### config.mk
export PLATFORM = sky130hd
export DESIGN_NAME = sprite_pixel_pipe
export DESIGN_NICKNAME = d
export VERILOG_FILES = /design/src/rtl/sprite_pixel_pipe.sv
export SDC_FILE = /design/constraint.sdc
export NUM_CORES = 1
export LEC_CHECK = 0
export ABC_AREA = 1
export BUFFER_PORTS_ARGS = -buffer_cell sky130_fd_sc_hd__buf_4
export CAP_MARGIN = 20
export CORE_UTILIZATION = 49
export CTS_CLUSTER_DIAMETER = 150
export DETAILED_ROUTE_END_ITERATION = 7
export PLACE_DENSITY = 0.84
export SLEW_MARGIN = 15
export SYNTH_ARGS = -nofsm -noshare
export SYNTH_HDL_FRONTEND = slang
export SYNTH_SLANG_ARGS = --single-unit
export TNS_END_PERCENT = 1
### constraint.sdc
create_clock -name clk -period 1.5 [get_ports clk]
set_clock_uncertainty 0.05 [all_clocks]
set_input_delay 0.3 -clock clk [delete_from_list [all_inputs] [get_ports clk]]
set_output_delay 0.3 -clock clk [all_outputs]
set_load 0.03 [all_outputs]
### src/rtl/sprite_pixel_pipe.sv
// Sprite resolve stage: picks the highest-priority valid sprite, reads its pattern ROM
// pixel, realigns it with the raster counters and tracks per-frame overlap with sprite 0.
module sprite_pixel_pipe #(
    parameter int                 NUM_SPRITES = 8,
    parameter int                 ADDR_W      = 16,
    parameter int                 COLOR_W     = 8,
    parameter int                 ROM_LATENCY = 1,
    parameter logic [COLOR_W-1:0] TRANSPARENT = '0,
    parameter logic [COLOR_W-1:0] BG_COLOR    = '0
) (
    input  logic                          clk,
    input  logic                          reset,
    input  logic [9:0]                    hcount,
    input  logic [9:0]                    vcount,
    input  logic [NUM_SPRITES*ADDR_W-1:0] sprite_addr,
    input  logic [NUM_SPRITES-1:0]        sprite_valid,
    output logic [ADDR_W-1:0]             rom_addr,
    output logic                          rom_rd,
    input  logic [COLOR_W-1:0]            rom_data,
    output logic [COLOR_W-1:0]            pix_color,
    output logic                          pix_opaque,
    output logic [3:0]                    pix_id,
    output logic [9:0]                    pix_hcount,
    output logic [9:0]                    pix_vcount,
    output logic [NUM_SPRITES-1:0]        coll_status
);

    // Stage 0 is the S1 select register itself; the last stage lines up with rom_data_reg.
    localparam int DEPTH = ROM_LATENCY + 2;
    localparam int LAST  = DEPTH - 1;

    logic              sel_hit;
    logic [3:0]        sel_idx;
    logic [ADDR_W-1:0] sel_addr;

    logic [ADDR_W-1:0] rom_addr_reg;
    logic [9:0]        hc_dly_reg [DEPTH];
    logic [9:0]        vc_dly_reg [DEPTH];
    logic              v_dly_reg  [DEPTH];
    logic [3:0]        id_dly_reg [DEPTH];
    logic [COLOR_W-1:0] rom_data_reg;

    logic [COLOR_W-1:0] pix_color_reg;
    logic               pix_opaque_reg;
    logic [3:0]         pix_id_reg;
    logic [9:0]         pix_hcount_reg;
    logic [9:0]         pix_vcount_reg;

    logic [NUM_SPRITES-1:0] hits;
    logic [NUM_SPRITES-1:0] accum_reg;
    logic [NUM_SPRITES-1:0] coll_status_reg;
    logic                   zero_prev_reg;
    logic                   at_zero;
    logic                   frame_start;

    // Scan downward so the lowest valid index is the last (winning) assignment.
    always_comb begin
        sel_hit  = 1'b0;
        sel_idx  = '0;
        sel_addr = rom_addr_reg;
        for (int i = NUM_SPRITES - 1; i >= 0; i--) begin
            if (sprite_valid[i]) begin
                sel_hit  = 1'b1;
                sel_idx  = 4'(i);
                sel_addr = sprite_addr[ADDR_W*i +: ADDR_W];
            end
        end
    end

    always_ff @(posedge clk) begin
        if (reset) begin
            rom_addr_reg <= '0;
            rom_data_reg <= '0;
            for (int k = 0; k < DEPTH; k++) begin
                hc_dly_reg[k] <= '0;
                vc_dly_reg[k] <= '0;
                v_dly_reg[k]  <= 1'b0;
                id_dly_reg[k] <= '0;
            end
        end else begin
            rom_addr_reg  <= sel_addr;
            rom_data_reg  <= rom_data;
            hc_dly_reg[0] <= hcount;
            vc_dly_reg[0] <= vcount;
            v_dly_reg[0]  <= sel_hit;
            id_dly_reg[0] <= sel_idx;
            for (int k = 1; k < DEPTH; k++) begin
                hc_dly_reg[k] <= hc_dly_reg[k-1];
                vc_dly_reg[k] <= vc_dly_reg[k-1];
                v_dly_reg[k]  <= v_dly_reg[k-1];
                id_dly_reg[k] <= id_dly_reg[k-1];
            end
        end
    end

    // No fall-through: a transparent winner yields background.
    always_ff @(posedge clk) begin
        if (reset) begin
            pix_color_reg  <= BG_COLOR;
            pix_opaque_reg <= 1'b0;
            pix_id_reg     <= '0;
            pix_hcount_reg <= '0;
            pix_vcount_reg <= '0;
        end else begin
            pix_hcount_reg <= hc_dly_reg[LAST];
            pix_vcount_reg <= vc_dly_reg[LAST];
            if (v_dly_reg[LAST] && (rom_data_reg != TRANSPARENT)) begin
                pix_color_reg  <= rom_data_reg;
                pix_opaque_reg <= 1'b1;
                pix_id_reg     <= id_dly_reg[LAST];
            end else begin
                pix_color_reg  <= BG_COLOR;
                pix_opaque_reg <= 1'b0;
                pix_id_reg     <= '0;
            end
        end
    end

    assign hits[0] = 1'b0;
    generate
        for (genvar gi = 1; gi < NUM_SPRITES; gi++) begin : g_hit
            assign hits[gi] = sprite_valid[0] & sprite_valid[gi];
        end
    endgenerate

    assign at_zero     = (hcount == 10'd0) && (vcount == 10'd0);
    assign frame_start = at_zero && !zero_prev_reg;

    // History resets to "at origin" so the first latch needs the raster to leave (0,0).
    always_ff @(posedge clk) begin
        if (reset) begin
            zero_prev_reg   <= 1'b1;
            accum_reg       <= '0;
            coll_status_reg <= '0;
        end else begin
            zero_prev_reg <= at_zero;
            if (frame_start) begin
                coll_status_reg <= accum_reg;
                accum_reg       <= hits;
            end else begin
                accum_reg <= accum_reg | hits;
            end
        end
    end

    assign rom_addr    = rom_addr_reg;
    assign rom_rd      = v_dly_reg[0];
    assign pix_color   = pix_color_reg;
    assign pix_opaque  = pix_opaque_reg;
    assign pix_id      = pix_id_reg;
    assign pix_hcount  = pix_hcount_reg;
    assign pix_vcount  = pix_vcount_reg;
    assign coll_status = coll_status_reg;

endmodule
==> out/results.txt, run 1 <==
Sequential Power Share: 43.2%
fin crit period: 1.34 ns
Post-synth ARST share: 0%
register area share after synthesis: 48.4%
gr usage total: 25.4%
vias in the first global route: 5591
Endpoint, Worst Hold: rom_data_reg[3]$_SDFF_PP0_
status: finished, violations left
Max stage delay on crit path: 0.39 ns
Seq cells post-synth: 143
area share of the largest cell type after synthesis: 48.4%
final WL: 15300 microns
YS warnings: 0
area delta synth->final: 41.5%
WHS Path Cells: 3
LEAKAGE: 4.30 nW
TritonRoute pass-1 iters: 7
library cells used by synthesis: 27
PortBufs: 221
r2r setup slk: 0.32 ns
clk sinks: 143
Peak VDD IR: 647 uV
Post-Place Cell Area: 7790 sq um
first-pass GRT wire length: 24800 microns
crit path buf inv count: 1
vias after detailed routing: 5710
Post-synth EDFFs: 0
DRT iter0 DRCs: 287
post-cts resize count: 0
Top FF cell, synth: dfxtp_1
leading post-synthesis cells by cell area: dfxtp_1, nor2_1, nand2_1
Sw Ratio: 25.8%
Max clock buf depth: 2
slack of the critical path: 0.163 ns
routability congestion estimate: 0.845
fin crit share: 89.1%
leading area contributor after synthesis: dfxtp_1
violated checks: design-rule violations
Worst-path clk slew: 0.06 ns
CP Max Fanout: 2
Avg Inst Size Synth: 6.81 sq um
Post-Syn Instances: 868
Clk pwr share: 43.7%
synthesized cell area: 5910 sq um
row count: 39
Fin Setup TNS: 0 ns
final non-filler cell total: 1248
Root Buffer: clkbuf_16
Arr. time, crit path: 0.99 ns
Inst Count DP: 1216
startpoint class of the critical path: register
post-CTS setup buffer count: 0
fillers: 913
family with the most delay on the worst path: flip-flops
WS Path Type: reg2out
dpl hpwl: 11600 microns
power per cell area: 1110 nW/um^2
combinational share of power: 13.1%
Internal: 0.00687 W
# DRC: 11
pin count of the biggest net entering global routing: 80
Worst R2R End: pix_color[6]$_SDFF_PP0_
Final Cell Area: 8360 sq um
Critical Path Sink Type: output port
DIE AREA: 12500 sq um
NetSw: 0.00238 W
TritonCTS Buffers: 17
top-count cell post-synth: nor2_1
antenna cells: 0
share of layout cells above drive strength 1: 28.2%
utilization after layout: 72.3%
MaxCap Viol Count: 0
Horiz. Die Dim: 112 microns
crit path cell chain: buf_4
top cells by count, synth: nor2_1, nand2_1, inv_1
Final Hold Vio Count: 0
gr ovfl total: 0
Max Clk Rate: 748 MHz
final setup fails: 0
r2r worst-path depth: 6
cts-stage hold buffer count: 0
RR Startpoint: rom_data_reg[4]$_SDFF_PP0_
TritonCTS clock tree: done
worst min path class: in2reg
CP max stage cell: dfxtp_1
H-Tree Depth: 4
Total Nets Final: 1258
fin. max-slew vios: 0
core footprint: 11600 sq um
hold path startpoint: rom_data[3]
Required @ worst endpoint: 1.15 ns
Avg WL per Cell: 12.3 microns
Clk Latency, worst-skew pair: 0.42 ns
Vias/cell: 4.58
Initial Util: 51.1%
chip height: 112 microns
RSZ-0062 raised after global routing: false
initial antenna violation count: 0
io pins: 224
antenna-violating nets left: 0
Place WS: -0.0994 ns
[stage by stage]
step	power, W	hold WS [ns]
3_3_place_gp	0.00527	0.339
6_report	0.00926	0.0383
5_1_grt	0.00961	0.0424
3_5_place_dp	0.00529	0.342
4_1_cts	0.00932	0.0215
2_1_floorplan	0.00471	0.338
[cell families after synthesis]
group	after synthesis	share of synthesized area [%]
flops	143	48.4
buf+inv	193	13.6
other cells	1	0.0634
compound gates	51	5.06
simple gates	480	32.8
[how the worst max path moves through the flow]
stage	end	cells past startpoint	start	slack (ns)
4_1_cts	rom_addr[10]	1	rom_addr[10]$_SDFFE_PP0P_	0.15
5_1_grt	rom_addr[10]	1	rom_addr[10]$_SDFFE_PP0P_	0.12
2_1_floorplan	rom_addr[10]$_SDFFE_PP0P_	8	sprite_valid[4]	0.16
6_report	rom_addr[10]	1	rom_addr[10]$_SDFFE_PP0P_	0.16
3_3_place_gp	coll_status[3]$_SDFFE_PP0P_	9	hcount[6]	-0.04
3_5_place_dp	coll_status[7]$_SDFFE_PP0P_	9	hcount[6]	-0.1
[cell usage in the layout, fill, tap and decap left out]
cell type	count
inv_8	3
nor2_8	1
nand2_1	218
nor2_2	1
nand2_2	1
nand3_2	9
conb_1	2
a21oi_1	32
o21ai_1	1
dfxtp_1	143
clkbuf_16	17
clkinv_4	2
a21oi_2	9
nor2_1	223
clkbuf_1	1
nor2_4	1
nand4_1	7
or2_2	7
nor3_1	2
inv_6	5
nor3b_1	1
buf_12	6
a2111oi_2	1
buf_4	243
inv_1	146
clkinvlp_4	3
nand3_1	9
inv_2	2
bufinv_16	1
o21ai_0	8
[power groups by stage]
stage | Clock (W) | Combinational [W] | Sequential, W
2_1_floorplan | 0 | 0.000553 | 0.00416
3_3_place_gp | 0 | 0.00119 | 0.00407
3_5_place_dp | 0 | 0.00121 | 0.00408
4_1_cts | 0.00410 | 0.00122 | 0.00400
5_1_grt | 0.00426 | 0.00134 | 0.00401
6_report | 0.00404 | 0.00122 | 0.00400
[final cells by class]
cell class                      instances  area, sq um  share of cell area, %
Clock buffer                           18          429                   5.13
Timing Repair Buffer                  249         1940                   23.2
Inverter                              148          556                   6.64
Clock inverter                         14          148                   1.77
Sequential cell                       143         2860                   34.2
Tap cell                              143          179                   2.14
Multi-Input combinational cell        533         2250                   26.9
[routing by layer]
metal | up-vias | global-route usage [%] | routed length (microns)
met5 | - | 0 | 0
met4 | 0 | 13.0 | 532
met3 | 43 | 8.38 | 1270
met2 | 224 | 46.1 | 7680
met1 | 2479 | 26.0 | 5860
li1 | 2964 | - | -
Power figures use the tool's default switching activity.
==> inputs of run 2 (changes only) <==
--- a/config.mk
+++ b/config.mk
@@ -5,10 +5,10 @@
 export SDC_FILE = /design/constraint.sdc
 export NUM_CORES = 1
 export LEC_CHECK = 0
-export ABC_AREA = 1
+export ABC_AREA = 0
 export BUFFER_PORTS_ARGS = -buffer_cell sky130_fd_sc_hd__buf_4
 export CAP_MARGIN = 20
-export CORE_UTILIZATION = 49
+export CORE_UTILIZATION = 48
 export CTS_CLUSTER_DIAMETER = 150
 export DETAILED_ROUTE_END_ITERATION = 7
 export PLACE_DENSITY = 0.84
==> out/results.txt, run 2 <==
most frequent cell on the critical path: buf_4
WL met1: 5820 microns
Post-Place Cell Area: 7390 sq um
crit path cell chain: buf_4 -> nor4_1 -> buf_4 -> nand2_1 -> or3_4 -> mux2i_1
DRT iter0 DRCs: 371
TritonCTS clock tree: done
register area share after synthesis: 51.9%
leading post-synthesis cells by cell area: dfxtp_1, nor2b_1, mux2i_1
Peak VDD IR: 690 uV
Max clock buf depth: 2
r2r setup slk: 0.21 ns
Vias/cell: 5.20
Critical Path Sink Type: register
vias in the first global route: 4585
worst min path class: in2reg
YS warnings: 0
fin crit period: 1.32 ns
Avg Inst Size Synth: 9.76 sq um
area delta synth->final: 44.6%
first-pass GRT wire length: 21800 microns
fin. max-slew vios: 0
MaxCap Viol Count: 0
final setup fails: 0
initial antenna violation count: 0
startpoint class of the critical path: primary input
Horiz. Die Dim: 109 microns
gr usage total: 23.9%
most common cell after layout, fill and taps aside: buf_4
TritonRoute pass-1 iters: 6
fin crit share: 88.1%
row count: 38
WS Path Type: in2reg
pin count of the biggest net entering global routing: 79
top-count cell post-synth: dfxtp_1
Avg WL per Cell: 15.4 microns
Final Hold Vio Count: 0
r2r worst-path depth: 4
Worst-path clk slew: 0.06 ns
Max stage delay on crit path: 0.38 ns
Seq cells post-synth: 143
Post-synth EDFFs: 0
synthesized cell area: 5520 sq um
post-CTS setup buffer count: 0
H-Tree Depth: 4
Max Clk Rate: 757 MHz
Root Buffer: clkbuf_16
Total Nets Final: 958
Top FF cell, synth: dfxtp_1
# DRC: 0
RR Startpoint: rom_data_reg[5]$_SDFF_PP0_
headroom to the max-slew limit: 55.0%
io pins: 224
hold path startpoint: hcount[8]
WHS Path Cells: 2
final WL: 14600 microns
antenna cells: 0
vias after detailed routing: 4916
leading area contributor after synthesis: dfxtp_1
share of layout cells above drive strength 1: 36.4%
dpl hpwl: 10800 microns
Final Cell Area: 7980 sq um
routability congestion estimate: 0.974
Post-synth ARST share: 0%
Arr. time, crit path: 1.55 ns
fillers: 819
commonest cells after routing, fill and taps aside: buf_4, dfxtp_1, nor2b_1, nand2_1, o21ai_0
PortBufs: 221
WL met3: 1090 microns
chip height: 109 microns
CP max stage cell: nor4_1
Worst Max-Slew Pin Slew: 0.674 ns
Clk Latency, worst-skew pair: 0.40 ns
top cells by count, synth: dfxtp_1, nor2b_1, nand2_1
Post-Syn Instances: 565
power per cell area: 1150 nW/um^2
Hold WS: 0.0700 ns
status: finished, final reports clean
TritonCTS Buffers: 17
clk sinks: 143
antenna-violating nets left: 0
LEAKAGE: 3.58 nW
core footprint: 11000 sq um
FF+latch area: 2860 sq um
DR WL met2: 7410 microns
cts-stage hold buffer count: 0
gr ovfl total: 0
Worst R2R End: pix_id[1]$_SDFF_PP0_
area of the multi-input gates: 2360 sq um
library cells used by synthesis: 38
Initial Util: 50.0%
post-cts resize count: 0
DIE AREA: 11900 sq um
area share of the largest cell type after synthesis: 51.9%
CP Max Fanout: 3
Top Metal Used: met4
Endpoint, Worst Hold: hc_dly_reg[0][8]$_SDFF_PP0_
Required @ worst endpoint: 1.73 ns
RSZ-0062 raised after global routing: false
-- run 2: worst max-delay path by stage --
| stage | startpoint | to | slack (ns) | depth (start not counted) |
|---|---|---|---|---|
| floorplan | sprite_valid[2] | rom_addr[10]$_SDFFE_PP0P_ | 0.08 | 6 |
| global placement | hcount[5] | coll_status[1]$_SDFFE_PP0P_ | -0.24 | 6 |
| detailed placement | hcount[5] | coll_status[1]$_SDFFE_PP0P_ | -0.23 | 6 |
| CTS | rom_addr[5]$_SDFFE_PP0P_ | rom_addr[5] | 0.19 | 1 |
| global route | hcount[5] | coll_status[2]$_SDFFE_PP0P_ | 0.1 | 7 |
| finish | hcount[5] | coll_status[1]$_SDFFE_PP0P_ | 0.18 | 6 |
-- run 2: cell type report --
| cell class | count | area share (%) |
|---|---|---|
| well taps | 140 | 2.20 |
| multi-input cells | 368 | 29.5 |
| inverters | 9 | 0.423 |
| clock buffers | 18 | 5.50 |
| clock inverters | 14 | 1.88 |
| repair buffers | 253 | 24.6 |
| flip-flops and latches | 143 | 35.9 |
-- run 2: routing by layer --
layer,vias to the layer above,global-route usage (%)
li1,2397,-
met1,2259,29.3
met2,234,39.6
met3,26,6.16
met4,0,9.90
met5,-,0
-- run 2: cell families (layout without fill, tap and decap cells) --
group | count (synthesis) | after routing | synth area share (%)
simple gates | 241 | 241 | 25.8
flops | 143 | 143 | 51.9
compound gates | 102 | 102 | 12.6
buf+inv | 55 | 294 | 5.47
mux | 23 | 23 | 4.17
other cells | 1 | 2 | 0.0680
-- run 2: critical path, delay by kind of cell --
family	cells	cell delay [ns]
buffers and inverters	2	0.29
multiplexers	1	0.12
AND/OR/NAND/NOR	3	0.84
-- run 2: power by group --
group,switching (W),leakage (nW),internal [W],total [W]
Combinational,0.000540,2.12,0.000592,0.00113
Clock,0.00168,0.285,0.00239,0.00407
Sequential,0.0000511,1.17,0.00395,0.00400
Total,0.00227,3.58,0.00694,0.00920
-- run 2: metrics by stage --
step	setup TNS, ns	std cells	worst slack, ns	util [%]	power [W]
after floorplan	0	566	0.0838	-	0.00463
after global placement	-3.65	913	-0.240	67.0	0.00516
after detailed placement	-4.48	913	-0.226	67.0	0.00520
after CTS	0	945	0.195	72.3	0.00928
after global routing	0	945	0.0960	72.3	0.00957
final	0	945	0.179	72.3	0.00920
